===== config.mk =====
export PLATFORM = sky130hd
export DESIGN_NAME = alu_arbiter
export DESIGN_NICKNAME = d
export VERILOG_FILES = /design/src/rtl/alu_arbiter.sv
export SDC_FILE = /design/constraint.sdc
export NUM_CORES = 1
export LEC_CHECK = 0
export ABC_AREA = 1
export CORE_UTILIZATION = 36
export CTS_CLUSTER_DIAMETER = 100
export DETAILED_ROUTE_END_ITERATION = 7
export GPL_TIMING_DRIVEN = 0
export MAX_ROUTING_LAYER = met4
export PLACE_DENSITY = 0.78
export SYNTH_ARGS = -nofsm -noshare
export SYNTH_HDL_FRONTEND = slang
export SYNTH_SLANG_ARGS = --single-unit

===== constraint.sdc =====
create_clock -name iCLK -period 1.3 [get_ports iCLK]
set_input_delay 0.195 -clock iCLK [delete_from_list [all_inputs] [get_ports iCLK]]
set_output_delay 0.195 -clock iCLK [all_outputs]
set_load 0.01 [all_outputs]

===== src/rtl/alu_arbiter.sv =====
// Two-requester round-robin front end for a single shared combinational ALU.
// One operation takes three cycles: accept (IDLE->EXEC), compute/capture (EXEC), report (DONE).
module alu_arbiter #(
    parameter int WIDTH = 32,
    parameter int CTL_W = 5
) (
    input  logic                 iCLK,
    input  logic                 iRST,
    input  logic [1:0]           iReq,
    input  logic [2*CTL_W-1:0]   iCtl,
    input  logic [2*WIDTH-1:0]   iA,
    input  logic [2*WIDTH-1:0]   iB,
    output logic [1:0]           oAck,
    output logic [1:0]           oValid,
    output logic [WIDTH-1:0]     oResult,
    output logic                 oZero,
    output logic [CTL_W-1:0]     oAluCtl,
    output logic [WIDTH-1:0]     oAluA,
    output logic [WIDTH-1:0]     oAluB,
    input  logic [WIDTH-1:0]     iAluResult,
    input  logic                 iAluZero,
    output logic [1:0]           oDbgState
);

    // Handshake: a requester raises iReq[i] with stable iCtl/iA/iB and holds them until
    // oAck[i]; oAck[i] pulses in the cycle the operands are consumed, and oValid[i] pulses
    // once, one cycle later, marking oResult/oZero as belonging to requester i.
    typedef enum logic [1:0] {
        ST_IDLE = 2'd0,
        ST_EXEC = 2'd1,
        ST_DONE = 2'd2
    } state_t;

    state_t             r_state;
    state_t             w_next;
    logic               r_winner;
    logic               r_last;
    logic [CTL_W-1:0]   r_ctl;
    logic [WIDTH-1:0]   r_a;
    logic [WIDTH-1:0]   r_b;
    logic [WIDTH-1:0]   r_result;
    logic               r_zero;

    logic               w_win;
    logic               w_start;
    logic [CTL_W-1:0]   w_ctl_sel;
    logic [WIDTH-1:0]   w_a_sel;
    logic [WIDTH-1:0]   w_b_sel;

    // On a tie the requester that was not granted last wins.
    always_comb begin
        if (iReq == 2'b01) begin
            w_win = 1'b0;
        end else if (iReq == 2'b10) begin
            w_win = 1'b1;
        end else begin
            w_win = ~r_last;
        end
    end

    assign w_start   = (r_state == ST_IDLE) && (iReq != 2'b00);
    assign w_ctl_sel = w_win ? iCtl[2*CTL_W-1:CTL_W] : iCtl[CTL_W-1:0];
    assign w_a_sel   = w_win ? iA[2*WIDTH-1:WIDTH]   : iA[WIDTH-1:0];
    assign w_b_sel   = w_win ? iB[2*WIDTH-1:WIDTH]   : iB[WIDTH-1:0];

    always_comb begin
        w_next = ST_IDLE;
        case (r_state)
            ST_IDLE: w_next = (iReq != 2'b00) ? ST_EXEC : ST_IDLE;
            ST_EXEC: w_next = ST_DONE;
            ST_DONE: w_next = ST_IDLE;
            default: w_next = ST_IDLE;
        endcase
    end

    always_ff @(posedge iCLK or negedge iRST) begin
        if (!iRST) begin
            r_state <= ST_IDLE;
        end else begin
            r_state <= w_next;
        end
    end

    // Pointer resets to 1 so requester 0 wins the first tie.
    always_ff @(posedge iCLK or negedge iRST) begin
        if (!iRST) begin
            r_winner <= 1'b0;
            r_last   <= 1'b1;
            r_ctl    <= '0;
            r_a      <= '0;
            r_b      <= '0;
            r_result <= '0;
            r_zero   <= 1'b0;
        end else begin
            if (w_start) begin
                r_winner <= w_win;
                r_ctl    <= w_ctl_sel;
                r_a      <= w_a_sel;
                r_b      <= w_b_sel;
            end
            if (r_state == ST_EXEC) begin
                r_result <= iAluResult;
                r_zero   <= iAluZero;
            end
            if (r_state == ST_DONE) begin
                r_last <= r_winner;
            end
        end
    end

    always_comb begin
        oAck   = 2'b00;
        oValid = 2'b00;
        if (r_state == ST_EXEC) begin
            oAck[r_winner] = 1'b1;
        end
        if (r_state == ST_DONE) begin
            oValid[r_winner] = 1'b1;
        end
    end

    assign oResult   = r_result;
    assign oZero     = r_zero;
    assign oAluCtl   = r_ctl;
    assign oAluA     = r_a;
    assign oAluB     = r_b;
    assign oDbgState = r_state;

endmodule


## Word level (Yosys, flattened, before mapping)

Index checks and enable logic that the tools add are counted.

- Reductions and logical operators: 4
- Equal/unequal tests: 4
- Muxes and demuxes: 11
- $lt $le $gt $ge: 2
- Bitwise gates (word level): 1

Operators with widths:

| kind | number |
|---|---|
| $mux 32 | 2 |
| $mux 5 | 1 |
| $eq 2x1->1 const B | 2 |
| $eq 2x2->1 const B | 2 |
| $mux 1 | 4 |
| $mux 2 | 2 |
| $pmux 2 s2 | 1 |
| $logic_and 1x1->1 | 2 |
| $logic_not 2->1 | 1 |
| $lt 1x2->1 const B | 1 |
| $reduce_bool 2->1 | 1 |
| $demux 1 s1 | 1 |
| $ge 1x1->1 const B | 1 |
| $not 1->1 | 1 |

- Output and inout port bits: 108
- Register bits: 106

## Longest topological paths before layout

Gate-level depths: netlist of the first run.

- Word-level depth: 5
- Gate-level depth with buffers: 8
- Depth with buffers taken out: 6

## Worst setup path before layout of the first run

Ideal clock, no wire load.

- Kind: register to register
- Start point: register r_last
- End point: register r_a[10], in the netlist oAluA[10]
- Period minus slack after synthesis: 1294 ps
- Data arrival time: 1177 ps
- Required time: 1183 ps
- Stages on the path, launching flop included: 8
- Setup slack: 6 ps
- Buffers on the path: 2
- Library setup time: 117 ps
- Cell sequence: dfstp_2 -> inv_1 -> nand2_2 -> buf_4 -> buf_2 -> nand3_1 -> nand3_1 -> nand2_1

- Longest elaborated chain between the ends: 4

RTL lines:

| what | RTL line | RTL |
|---|---|---|
| start, declared | 37 | `logic r_last;` |
| start signal, assigned | 106 | `r_last <= r_winner;` |
| $not 1->1 | 57 | `w_win = ~r_last;` |
| $mux 1 | 54 | `end else if (iReq == 2'b10) begin` |
| $mux 1 | 52 | `if (iReq == 2'b01) begin` |
| $mux 32 | 63 | `assign w_a_sel = w_win ? iA[2*WIDTH-1:WIDTH] : iA[WIDTH-1:0];` |
| end signal, assigned | 98 | `r_a <= w_a_sel;` |
| end, declared | 39 | `logic [WIDTH-1:0] r_a;` |

Every way passes these cells.
A chain may end at the register's enable or synchronous reset.

## Final worst setup path of the first run

- Start point: register r_last
- End point: register r_b[2], in the netlist oAluB[2]

- Longest elaborated chain between the ends: 4

RTL lines:

| what | RTL line | RTL |
|---|---|---|
| $not 1->1 | 57 |  |
| $mux 1 | 54 |  |
| $mux 1 | 52 |  |
| $mux 32 | 64 | `assign w_b_sel = w_win ? iB[2*WIDTH-1:WIDTH] : iB[WIDTH-1:0];` |
| end signal, assigned | 99 | `r_b <= w_b_sel;` |
| end, declared | 40 | `logic [WIDTH-1:0] r_b;` |

Every way passes these cells.

==> results of run 1 <==
[synth_stat cells]
master,instances,area [sq um]
buf_4,3,22.5
o21ai_0,1,5.00
inv_2,1,3.75
nand2_1,311,1170
clkbuf_1,11,41.3
a21oi_1,1,5.00
nor2_1,5,18.8
nand2_2,3,18.8
buf_2,23,115
buf_1,3,11.3
clkinv_1,3,11.3
nor2_4,1,11.3
buf_6,1,11.3
nand3_1,138,691
inv_1,141,529
dfstp_2,1,26.3
dfrtp_1,105,2630
[metal layers]
metal  GRT usage (%)  wire, um  part of all wire (%)  vias to the layer above
met4            13.6       881                   4.1                        0
met2            48.3     10900                    50                      266
met1            32.1      8190                    38                     2951
met5               -         0                     0                        -
li1                -         -                     -                     2944
met3            6.46      1660                   7.7                       59
[worst max-delay path, cell delays in order (launching register included)]
cell and delay, ps:
dfstp_2 550, inv_2 50, nand2_4 80, buf_12 150, buf_8 120, clkbuf_16 150, nand3_2 80, nand3_2 90
nand2_1 50
[how the worst min path moves through the flow]
stage / startpoint / endpoint / slack (ps) / cells past startpoint
final: iRST / oAluB[6] / 370 / 2
after global routing: iAluResult[11] / oResult[11] / 390 / 3
after CTS: iAluResult[14] / oResult[14] / 360 / 3
after detailed placement: iRST / oAluB[10] / 280 / 1
after global placement: oResult[9] / oResult[9] / 460 / 2
after floorplan: iRST / oAluA[0] / -100 / 0
[cells by family (layout without fill, tap and decap cells)]
logic type	count (synthesis)	after routing	synth area share [%]
compound gates	2	2	0.188
flops	106	106	49.9
simple gates	458	459	35.9
buf+inv	186	537	14.0
[placed cells by master, fill, tap and decap left out, drive strengths merged]
cell	instances
a21oi	1
buf	85
bufbuf	1
bufinv	1
clkbuf	23
clkdlybuf4s50	173
clkinv	6
dfrtp	105
dfstp	1
dlygate4sd2	103
dlygate4sd3	1
inv	144
nand2	315
nand3	138
nor2	6
o21ai	1
[final cells by class]
cell class                 instances  area, sq um  share of cell area (%)
tap                              184          230                    2.13
sequential                       106         2660                    24.5
timing repair buffer             338         3580                    33.1
clock buffer                      10          229                    2.12
multi-input combinational        461         2960                    27.4
clock inverter                     6         66.3                   0.613
inverter                         145          557                    5.15
buffer                            38          534                    4.94
[where the power goes]
part           total, mW  internal, mW  switching (mW)  leakage [nW]
clock               2.80          1.51            1.29         0.147
sequential          5.98          4.99           0.988          1.29
combinational       13.5          6.69            6.77          4.41
[sequential cells by signal, indices dropped and copies added, names as in the netlist]
register,flops
oAluA,32
oAluB,32
oAluCtl,5
oDbgState,2
oResult,32
oZero,1
r_last,1
r_winner,1
[per-stage QoR]
step                      utilization [%]  instance area, sq um  std cells  hold slack (ps)
final                                74.7                 10800       1288              370
after global routing                 74.7                 10800       1288              390
after CTS                            73.2                 10600       1291              365
after detailed placement             58.0                  8390       1219              277
after global placement               57.8                  8370       1218              461
after floorplan                         -                  5320        752             -101
[repair_timing]
action	4_1_cts	5_1_grt
pin swaps	121	61
setup endpoints to repair	207	145
hold buffers	1	0
buffers inserted	32	0
gates resized for setup	470	70
gates cloned	24	0
endpoints found under the hold margin	49	0
==> impl_metrics.tcl, run 1 <==
set metrics [dict create \
    status "finished, violations left" \
    violations "setup timing" \
    grt_pass1_vias 6242 \
    synth_seq_area_share_pct 49.9 \
    grt_max_degree 58 \
    synth-seq-cells 106 \
    tightest_slew_ps 509 \
    antennaDiodeCount 0 \
    vias_per_cell 4.83 \
    start_util_pct 36.7 \
    crit_type "reg2reg" \
    htreeDepth 3 \
    worstPathArrival_ps 1670 \
    ant_nets 0 \
    die_area_sq_um 15300 \
    fill_cells 1017 \
    totalWireLength_mm 21.7 \
    r2r_cells 8 \
    setup_tns_ps -6130 \
    finalWorstSetupSlack_ps -137 \
    yosysWarningCount 0 \
    final.min_clock_period_ps 1440 \
    cp-start-kind "flip-flop" \
    r2r-start "r_last" \
    vdd_drop_max_uv 1130 \
    fmax_ghz 0.696 \
    clk_pin_slew_ps 80 \
    antenna_found_initial 0 \
    maxSlewHeadroom_pct 66.1 \
    syn_inst 752 \
    ff2ff_setup_slack_ps -140 \
    final-setup-viol-count 74 \
    num_vias 6220 \
    netlist_area_sq_um 5320 \
    rows 44 \
    cp.required_ps 1530 \
    regToRegEndpoint "oAluB[2]" \
    avgRoutedWirePerCell_um 16.8 \
    clock_path_buffers 2 \
    cts-root-buf "clkbuf_16" \
    die_h_um 124 \
    dpl.hpwl_mm 13.0 \
    hp-class "in2async" \
    cts_tree "done" \
    hold_viol 0 \
    grt-ovfl-total 0 \
    dpl_worst_slack_ps -617 \
    grt_first_pass_wirelength_mm 32.0 \
    track_usage_pct 28.6 \
    clock_sinks 106 \
    drive_above_1_share_pct 30.3 \
    core_area_sq_um 14500 \
    p_leak_nw 5.85 \
    post-route-period-util_pct 111 \
    endpoint "oAluB[2]" \
    areaGrowthSynthToFinish_pct 103 \
    insertion_delay_ps 350 \
    rsz0062_at_grt "true" \
    place_congestion 0.831 \
    slew_violations 0 \
    port-buffer-count 282 \
    synthesis.nets 927 \
    p_per_area_nw_per_um2 2060 \
    cap_violations 0 \
    clock_skew_ps 6.81 \
    power.total_mw 22.2 \
    drt_iter0_drc 235 \
    pin_count 283 \
    crit_path_end_kind "flip-flop" \
    ys_types 17 \
    synth_area_per_cell_sq_um 7.07 \
    nets 1274 \
    cp-startpoint "r_last" \
    die_w_um 124 \
    cp_max_fo 6 \
    drc 0 \
    cts_buffers 9 \
    drt_pass1_iterations 5 \
]
Note: power is estimated with default switching activity, not from simulation.
==> run 2, diff against run 1 <==
--- a/config.mk
+++ b/config.mk
@@ -6,8 +6,10 @@
 export NUM_CORES = 1
 export LEC_CHECK = 0
 export ABC_AREA = 1
+export CORE_ASPECT_RATIO = 0.8
 export CORE_UTILIZATION = 36
 export CTS_CLUSTER_DIAMETER = 100
+export CTS_CLUSTER_SIZE = 20
 export DETAILED_ROUTE_END_ITERATION = 7
 export GPL_TIMING_DRIVEN = 0
 export MAX_ROUTING_LAYER = met4
==> run 2 against run 1 <==
  * The run still ends with setup timing left
  * Final cell count decreased by 0.93%
  * Maximum frequency decreased by 4.0%
  * Sequential share of layout area is 0.84 points higher
  * Total power fell by 5.3%
  * Clock skew is 0.77 ps higher
  * Die area about the same
  * Sequential cell count is the same
  * Sequential power is essentially flat
==> impl_metrics.tcl, run 2 (same netlist as run 1, synthesis figures left out) <==
set metrics [dict create \
    antenna_found_initial 0 \
    p_per_area_nw_per_um2 2010 \
    final_cell_mix "nand2_1 (221), clkdlybuf4s50_1 (173), inv_1 (140), dfrtp_1 (103), dlygate4sd2_1 (102)" \
    status "finished, violations left" \
    start_util_pct 37.1 \
    drt_pass1_iterations 4 \
    setup_tns_ps -7230 \
    final.min_clock_period_ps 1500 \
    vdd_drop_max_uv 1090 \
    die_area_sq_um 15300 \
    htreeDepth 3 \
    num_vias 6208 \
    grt_max_degree 58 \
    pin_count 283 \
    final-setup-viol-count 75 \
    finalWorstSetupSlack_ps -197 \
    fin_area_sq_um 10500 \
    layout_commonest_cell "nand2_1" \
    critical-path-max-stage-delay_ps 550 \
    drive_above_1_share_pct 28.4 \
    cp_max_fo 5 \
    port-buffer-count 282 \
    clock_path_buffers 2 \
    hp-class "in2async" \
    cts_buffers 9 \
    fmax_ghz 0.668 \
    rsz0062_at_grt "true" \
    cts-root-buf "clkbuf_16" \
    insertion_delay_ps 350 \
    worstPathArrival_ps 1790 \
    placed_area_sq_um 8390 \
    dpl_worst_slack_ps -578 \
    vias_per_cell 4.87 \
    ant_nets 0 \
    cp-start-kind "flip-flop" \
    cts_tree "done" \
    tightest_slew_ps 505 \
    dpl.hpwl_mm 13.2 \
    crit_type "reg2reg" \
    post-route-period-util_pct 115 \
    p_leak_nw 5.64 \
    die_h_um 111 \
    grt-ovfl-total 0 \
    core_area_sq_um 14300 \
    clk_pin_slew_ps 80 \
    totalWireLength_mm 21.3 \
    crit_path_end_kind "flip-flop" \
    nets 1262 \
    hold_viol 0 \
    cp.required_ps 1600 \
    cap_violations 0 \
    slew_violations 0 \
    place_congestion 0.844 \
    violations "setup timing" \
    clock_skew_ps 7.57 \
    track_usage_pct 28.4 \
    grt_pass1_vias 6379 \
    rows 39 \
    slowest_stage "dfstp_2" \
    antennaDiodeCount 0 \
    clock_sinks 106 \
    drc 0 \
    die_w_um 138 \
    maxSlewHeadroom_pct 66.3 \
    cp_cell_sequence "inv_2 > nand2_4 > buf_12 > buf_12 > nand2_8 > buf_6 > nand2_2 > nand3_2 > nand2_2" \
    grt_first_pass_wirelength_mm 32.0 \
    avgRoutedWirePerCell_um 16.7 \
    drt_iter0_drc 249 \
    areaGrowthSynthToFinish_pct 96.8 \
]
run 2: cell count changes in the layout (fill, tap and decap cells not counted), moves of 5 or more:
cell / change
buf_4: +5
buf_8: -11
nand3_1: +8
nand2_4: -8
nand3_2: -9
buf_16: -9
nand2_1: +9
run 2: final timing paths:
path	startpoint	endpoint	slack [ps]	cells after the start
setup / recovery	r_last	oAluB[7]	-200	9
hold / removal	iRST	oAluB[3]	360	2
setup reg to reg	r_last	oAluB[7]	-200	9
hold reg to reg	oAluB[13]	oAluB[13]	470	2
max in group asynchronous	iRST	r_last	220	3
min in group iCLK	iAluResult[1]	oResult[1]	370	3
run 2: worst max-delay path: cells and delay by family (launching register included):
kind          cells  cell delay [ps]
flops             1              550
simple gates      5              440
buf+inv           4              450
run 2: layout make-up:
class                   instances  area [sq um]
well taps                     184           230
clock buffers                   9           225
clock inverters                 7          83.8
fillers                      1083          3880
plain buffers                  37           474
flip-flops and latches        106          2660
multi-input cells             462          2900
inverters                     145           564
repair buffers                326          3330
run 2: through the flow:
stage          utilization (%)  power, mW  std cells  hold slack, ps
2_1_floorplan                -       10.4        752            -101
6_report                  72.9       21.1       1276             360
3_3_place_gp              58.3       15.5       1218             461
3_5_place_dp              58.5       15.7       1219             273
4_1_cts                   70.7       20.2       1274             350
5_1_grt                   72.9       22.4       1276             372
run 2: metal layers:
metal / global-route usage [%] / routed length, um / part of all wire, % / up-vias
met5: - / 0 / 0 / -
met4: 10.1 / 554 / 2.6 / 0
met3: 8.37 / 1950 / 9.2 / 48
met2: 47.7 / 10600 / 50 / 268
met1: 31.8 / 8230 / 39 / 2971
li1: - / - / - / 2921
run 2: where the power goes:
part / internal, mW / leakage, nW / switching [mW] / total, mW
sequential: 4.99 / 1.29 / 1.01 / 6.00
clock: 1.53 / 0.149 / 1.37 / 2.90
combinational: 5.67 / 4.21 / 6.48 / 12.1
run 2: timing repair:
action,CTS,global route
buffers inserted,23,7
hold buffers,1,0
pin swaps,92,69
endpoints found under the hold margin,49,0
resized for setup,406,99
cloned,16,0
endpoints found under the setup margin,207,120
